`src/rtl/plot_arbiter.sv`:
```
// Shares the single VGA adapter write port between a full-screen clear engine and two
// player plot requesters. Clear always wins; the players alternate on ties.
//
// state   | meaning
// S_IDLE  | players arbitrate round-robin for the write port
// S_CLEAR | clear engine owns the port, one pixel per cycle in raster order
module plot_arbiter #(
   parameter int          SCREEN_W     = 160,
   parameter int          SCREEN_H     = 120,
   parameter logic [2:0]  CLEAR_COLOUR = 3'b000
) (
   input  logic       clk,
   input  logic       resetn,
   input  logic       clear_start,
   output logic       clear_busy,
   input  logic       p1_req,
   input  logic [7:0] p1_x,
   input  logic [6:0] p1_y,
   input  logic [2:0] p1_colour,
   output logic       p1_ack,
   input  logic       p2_req,
   input  logic [7:0] p2_x,
   input  logic [6:0] p2_y,
   input  logic [2:0] p2_colour,
   output logic       p2_ack,
   output logic [7:0] x,
   output logic [6:0] y,
   output logic [2:0] colour,
   output logic       plot,
   output logic       oob
);

   typedef enum logic {S_IDLE, S_CLEAR} state_t;

   localparam logic [7:0] W_LAST = 8'(SCREEN_W - 1);
   localparam logic [6:0] H_LAST = 7'(SCREEN_H - 1);
   localparam logic [8:0] W_LIM  = 9'(SCREEN_W);
   localparam logic [7:0] H_LIM  = 8'(SCREEN_H);

   state_t     state, state_nxt;
   logic [7:0] cx, cx_nxt;
   logic [6:0] cy, cy_nxt;
   logic       last_grant, last_grant_nxt;   // 0 = P1, 1 = P2

   logic [7:0] x_nxt;
   logic [6:0] y_nxt;
   logic [2:0] colour_nxt;
   logic       plot_nxt, p1_ack_nxt, p2_ack_nxt, clear_busy_nxt, oob_nxt;

   // A start pulse plots (0,0) on the same edge, so the clear pixel is taken from the
   // restarted counters rather than the current ones.
   logic       clr_active;
   logic [7:0] clr_x;
   logic [6:0] clr_y;
   logic       elig1, elig2, grant1, grant2;
   logic [7:0] sel_x;
   logic [6:0] sel_y;
   logic [2:0] sel_colour;
   logic       sel_in_range;

   assign clr_active = clear_start || (state == S_CLEAR);
   assign clr_x      = clear_start ? 8'd0 : cx;
   assign clr_y      = clear_start ? 7'd0 : cy;

   // A requester is ineligible while its ack is high, so stale data is never granted twice.
   assign elig1  = p1_req && !p1_ack;
   assign elig2  = p2_req && !p2_ack;
   assign grant1 = !clr_active && elig1 && (!elig2 || last_grant);
   assign grant2 = !clr_active && elig2 && (!elig1 || !last_grant);

   assign sel_x        = grant1 ? p1_x : p2_x;
   assign sel_y        = grant1 ? p1_y : p2_y;
   assign sel_colour   = grant1 ? p1_colour : p2_colour;
   assign sel_in_range = ({1'b0, sel_x} < W_LIM) && ({1'b0, sel_y} < H_LIM);

   always_ff @(posedge clk) begin
      if (!resetn) begin
         state      <= S_IDLE;
         cx         <= 8'd0;
         cy         <= 7'd0;
         last_grant <= 1'b1;
         x          <= 8'd0;
         y          <= 7'd0;
         colour     <= 3'd0;
         plot       <= 1'b0;
         p1_ack     <= 1'b0;
         p2_ack     <= 1'b0;
         clear_busy <= 1'b0;
         oob        <= 1'b0;
      end else begin
         state      <= state_nxt;
         cx         <= cx_nxt;
         cy         <= cy_nxt;
         last_grant <= last_grant_nxt;
         x          <= x_nxt;
         y          <= y_nxt;
         colour     <= colour_nxt;
         plot       <= plot_nxt;
         p1_ack     <= p1_ack_nxt;
         p2_ack     <= p2_ack_nxt;
         clear_busy <= clear_busy_nxt;
         oob        <= oob_nxt;
      end
   end

   always_comb begin
      state_nxt = state;
      cx_nxt    = cx;
      cy_nxt    = cy;
      if (clr_active) begin
         if (clr_x == W_LAST && clr_y == H_LAST) begin
            state_nxt = S_IDLE;
            cx_nxt    = 8'd0;
            cy_nxt    = 7'd0;
         end else begin
            state_nxt = S_CLEAR;
            if (clr_x == W_LAST) begin
               cx_nxt = 8'd0;
               cy_nxt = clr_y + 7'd1;
            end else begin
               cx_nxt = clr_x + 8'd1;
               cy_nxt = clr_y;
            end
         end
      end
   end

   always_comb begin
      x_nxt          = x;
      y_nxt          = y;
      colour_nxt     = colour;
      plot_nxt       = 1'b0;
      p1_ack_nxt     = 1'b0;
      p2_ack_nxt     = 1'b0;
      clear_busy_nxt = clr_active;
      oob_nxt        = oob;
      last_grant_nxt = last_grant;
      if (clr_active) begin
         x_nxt      = clr_x;
         y_nxt      = clr_y;
         colour_nxt = CLEAR_COLOUR;
         plot_nxt   = 1'b1;
      end else if (grant1 || grant2) begin
         p1_ack_nxt     = grant1;
         p2_ack_nxt     = grant2;
         last_grant_nxt = grant2;
         if (sel_in_range) begin
            x_nxt      = sel_x;
            y_nxt      = sel_y;
            colour_nxt = sel_colour;
            plot_nxt   = 1'b1;
         end else begin
            oob_nxt = 1'b1;
         end
      end
   end

endmodule

```
`config.mk`:
```
export PLATFORM = sky130hd
export DESIGN_NAME = plot_arbiter
export DESIGN_NICKNAME = d
export VERILOG_FILES = /design/src/rtl/plot_arbiter.sv
export SDC_FILE = /design/constraint.sdc
export NUM_CORES = 1
export LEC_CHECK = 0
export BUFFER_PORTS_ARGS = -buffer_cell sky130_fd_sc_hd__clkbuf_2
export CORE_AREA = 2 2 82 84
export DETAILED_ROUTE_END_ITERATION = 8
export DIE_AREA = 0 0 84 86
export GPL_TIMING_DRIVEN = 0
export PLACE_DENSITY_LB_ADDON = 0.2
export SLEW_MARGIN = 20
export SYNTH_ARGS = -nofsm -noshare
export SYNTH_HDL_FRONTEND = slang
export SYNTH_SLANG_ARGS = --single-unit
export TNS_END_PERCENT = 10
```
`constraint.sdc`:
```
create_clock -name clk -period 4.63 [get_ports clk]
set_input_delay 0.926 -clock clk [delete_from_list [all_inputs] [get_ports clk]]
set_output_delay 0.926 -clock clk [all_outputs]
set_load 0.02 [all_outputs]
```
==> impl_metrics.py <==
metrics = {
    "global_route": {
        "antenna_found_initial": 0,
        "grt_pass1_wl_um": 10000,
        "grt_max_degree": 13,
        "grt_pass1_vias": 1977,
        "grt.overflow.total": 0,
        "grt_util_all_layers_pct": 17.4,
    },
    "yosys": {
        "synthArstFlopShare_pct": 0,
        "yosysWarningCount": 0,
        "ys.flop_type": "dfxtp_1",
        "yosysSeqAreaShare_pct": 37.0,
        "synth_edf_count": 0,
        "syn_nets": 295,
        "syn_area_um2": 2160,
        "synthDistinctLibCells": 54,
        "synthCells": 252,
        "syn-mean-instance-area_um2": 8.59,
        "synth_seq_cells": 40,
    },
    "cts": {
        "cts_buffer_depth": 2,
        "clk_transition_reported_paths_ns": 0.09,
        "clkLatencyLatePin_ns": 0.30,
        "cts_tree": "done",
        "post_cts_buffers": 0,
        "ctsHoldBuffers": 0,
        "cts-resized-gates": 0,
        "numCtsBuffers": 5,
        "cts-root-buf": "clkbuf_8",
        "clkSinkCount": 40,
        "h-tree-depth": 2,
    },
    "sta": {
        "holdWs_ns": 0.461,
        "report.final.hold_viol_count": 0,
        "fin_crit_sh_pct": 61.4,
        "finalSetupViolCount": 0,
        "grt_setup_unrepaired": "false",
        "layout_setup_ws_ns": 1.79,
        "min_period_ns": 2.84,
        "max_slew_margin_pct": 44.4,
        "worst_pin_slew_ns": 0.832,
        "final.setup_skew_ns": 0.0133,
        "slew_viol_final": 0,
        "tns_ns": 0,
        "fmax_ghz": 0.352,
    },
    "critical_path": {
        "setup.worst_path.class": "primary input to register",
        "cpMostUsedCell": "clkbuf_1",
        "path_cells": "buf_6 > clkbuf_1 > nor2_1 > ha_1 > and4b_1 > clkbuf_1 > clkbuf_1 > nand4_1 > a22oi_1 > o22ai_1",
        "cp_slowest_cell": "clkbuf_1",
        "max_stage_delay_ns": 0.37,
        "crit_required_ns": 4.83,
        "rrSetupSlack_ns": 2.33,
        "reg2reg_to": "cy[4]",
        "critPathMaxFanout": 10,
        "r2r_cells": 9,
        "r2r-start": "cx[0]",
        "critPathCaptureType": "register",
        "start_kind": "primary input",
        "worstPathArrival_ns": 3.04,
    },
    "placement": {
        "dp_cells": 391,
        "place_area_um2": 2570,
        "routabilityCongestion": 0.810,
        "pre_cts_slack_ns": 1.50,
        "numPortBuffers": 62,
        "hpwl_um": 4600,
    },
    "floorplanning": {
        "core_um2": 6280,
        "die_h_um": 86,
        "die_x_um": 84,
        "io_pins": 64,
        "die_area_um2": 7220,
        "rows": 29,
        "initial_core_util_pct": 34.5,
    },
    "pwr": {
        "p_leak_nw": 1.09,
        "p_switching_mw": 0.224,
        "seqPwrFrac_pct": 45.8,
        "switching_share_pct": 28.1,
        "clkPwrFrac_pct": 36.7,
        "cellPowerDensity_nw_per_um2": 298,
        "p_comb_share_pct": 17.6,
        "power_mw": 0.799,
        "peakVddDrop_uv": 118,
        "internal-power_mw": 0.574,
    },
    "worst_hold_path": {
        "whs_path_depth": 2,
        "whs_endpoint": "x[6]",
        "min_path_type": "register to register",
        "min_from": "x[6]",
    },
    "drt": {
        "viasPerCell": 5.31,
        "drc_errors": 0,
        "dr.pass1.iters": 4,
        "ant_nets": 0,
        "finalWirelength_um": 6180,
        "vias": 2117,
        "wl_per_cell_um": 15.5,
        "drtIter0Drc": 136,
    },
    "run": {
        "cap_violations": 0,
    },
    "final_layout": {
        "multi_input_area_um2": 1230,
        "diodes": 0,
        "design_area_um2": 2680,
        "seqCellArea_um2": 801,
        "fin_cells": 399,
        "areaGrowthSynthToFinish_pct": 23.8,
        "finish.utilization_pct": 42.7,
        "drive_gt1_share_pct": 27.3,
        "nFillCells": 638,
        "nNetsFinal": 364,
    },
    "status": {
        "status": "completed",
    },
}
[power groups by stage]
stage          combinational, mW  sequential, mW  clock (mW)
4_1_cts                    0.141           0.366       0.294
3_5_place_dp               0.141           0.374           0
3_3_place_gp               0.140           0.373           0
5_1_grt                    0.155           0.367       0.305
2_1_floorplan             0.0747           0.387           0
6_report                   0.140           0.366       0.293
[placed cells by master (no fill, tap or decap), types with 2 or more instances in the layout]
master,instances
a221o_1,2
a31o_1,2
o31a_1,2
buf_6,3
ha_1,2
nor2_1,21
clkbuf_1,12
nand3_1,7
nor3b_1,2
a21oi_1,12
a311oi_1,2
xnor2_1,2
inv_1,11
o211ai_1,2
dfxtp_1,40
mux2i_1,19
nor3_1,3
nand4_1,6
clkinv_1,2
clkbuf_8,5
o21a_1,3
o22ai_1,2
mux2_2,8
nor4b_1,2
a31oi_1,2
a211oi_1,4
nand2b_1,2
nor2b_1,2
a41oi_1,2
clkbuf_2,62
nand2_1,30
o21ai_0,20
[sequential cells by signal, summed over array words and instances, names as in the netlist]
register and cells:
clear_busy 1, colour 3, cx 8, cy 7, last_grant 1, oob 1, p1_ack 1, p2_ack 1
plot 1, state 1, x 8, y 7
[cells in the mapped netlist (3+ instances only)]
cell      instances  area [um2]
a211oi_1          4        30.0
a21oi_1          12        60.1
buf_6             3        33.8
clkbuf_1         11        41.3
dfxtp_1          40         801
inv_1            11        41.3
mux2_2            8        90.1
mux2i_1          19         190
nand2_1          30         113
nand3_1           7        35.0
nand4_1           6        37.5
nor2_1           21        78.8
nor3_1            3        15.0
o21a_1            3        22.5
o21ai_0          20         100
[cells by family (layout without fill, tap and decap cells)]
group	count (synthesis)	after routing	share of synthesized area [%]
buffers and inverters	29	99	6.30
XOR/XNOR	3	3	1.21
multiplexers	27	27	12.9
AND/OR/NAND/NOR	84	84	20.1
flip-flops	40	40	37.0
AO/OA/AOI/OAI	67	67	21.3
adder cells (fa/ha/maj)	2	2	1.16
[metal layers]
| layer | GRT usage (%) | part of all wire (%) | vias up |
|---|---|---|---|
| met5 | 0 | 0 | - |
| met4 | 4.99 | 1.2 | 0 |
| met3 | 4.23 | 5.3 | 9 |
| met2 | 28.4 | 46 | 55 |
| met1 | 22.9 | 47 | 997 |
| li1 | - | - | 1056 |
[critical path, delay by kind of cell]
kind                     cells  cell delay [ns]
buffers and inverters        4             0.98
AND/OR/NAND/NOR              3             0.58
adder cells (fa/ha/maj)      1             0.26
AO/OA/AOI/OAI                2             0.29
[layout make-up]
class,instances,share of cell area [%]
buffer,16,3.27
clock buffer,6,2.71
clock inverter,2,1.31
inverter,13,1.82
multi-input combinational,183,45.8
sequential,40,29.9
tap,77,3.60
timing repair buffer,62,11.6
[worst max-delay path by stage]
stage / from / endpoint / slack (ns) / cells after the start
CTS: clear_start / cy[4] / 1.84 / 10
detailed placement: clear_start / cy[4] / 1.50 / 10
global route: clear_start / cy[4] / 1.58 / 10
floorplan: clear_start / cy[4] / 1.92 / 10
global placement: clear_start / cy[4] / 1.49 / 10
finish: clear_start / cy[4] / 1.79 / 10
Power figures use the tool's default switching activity.
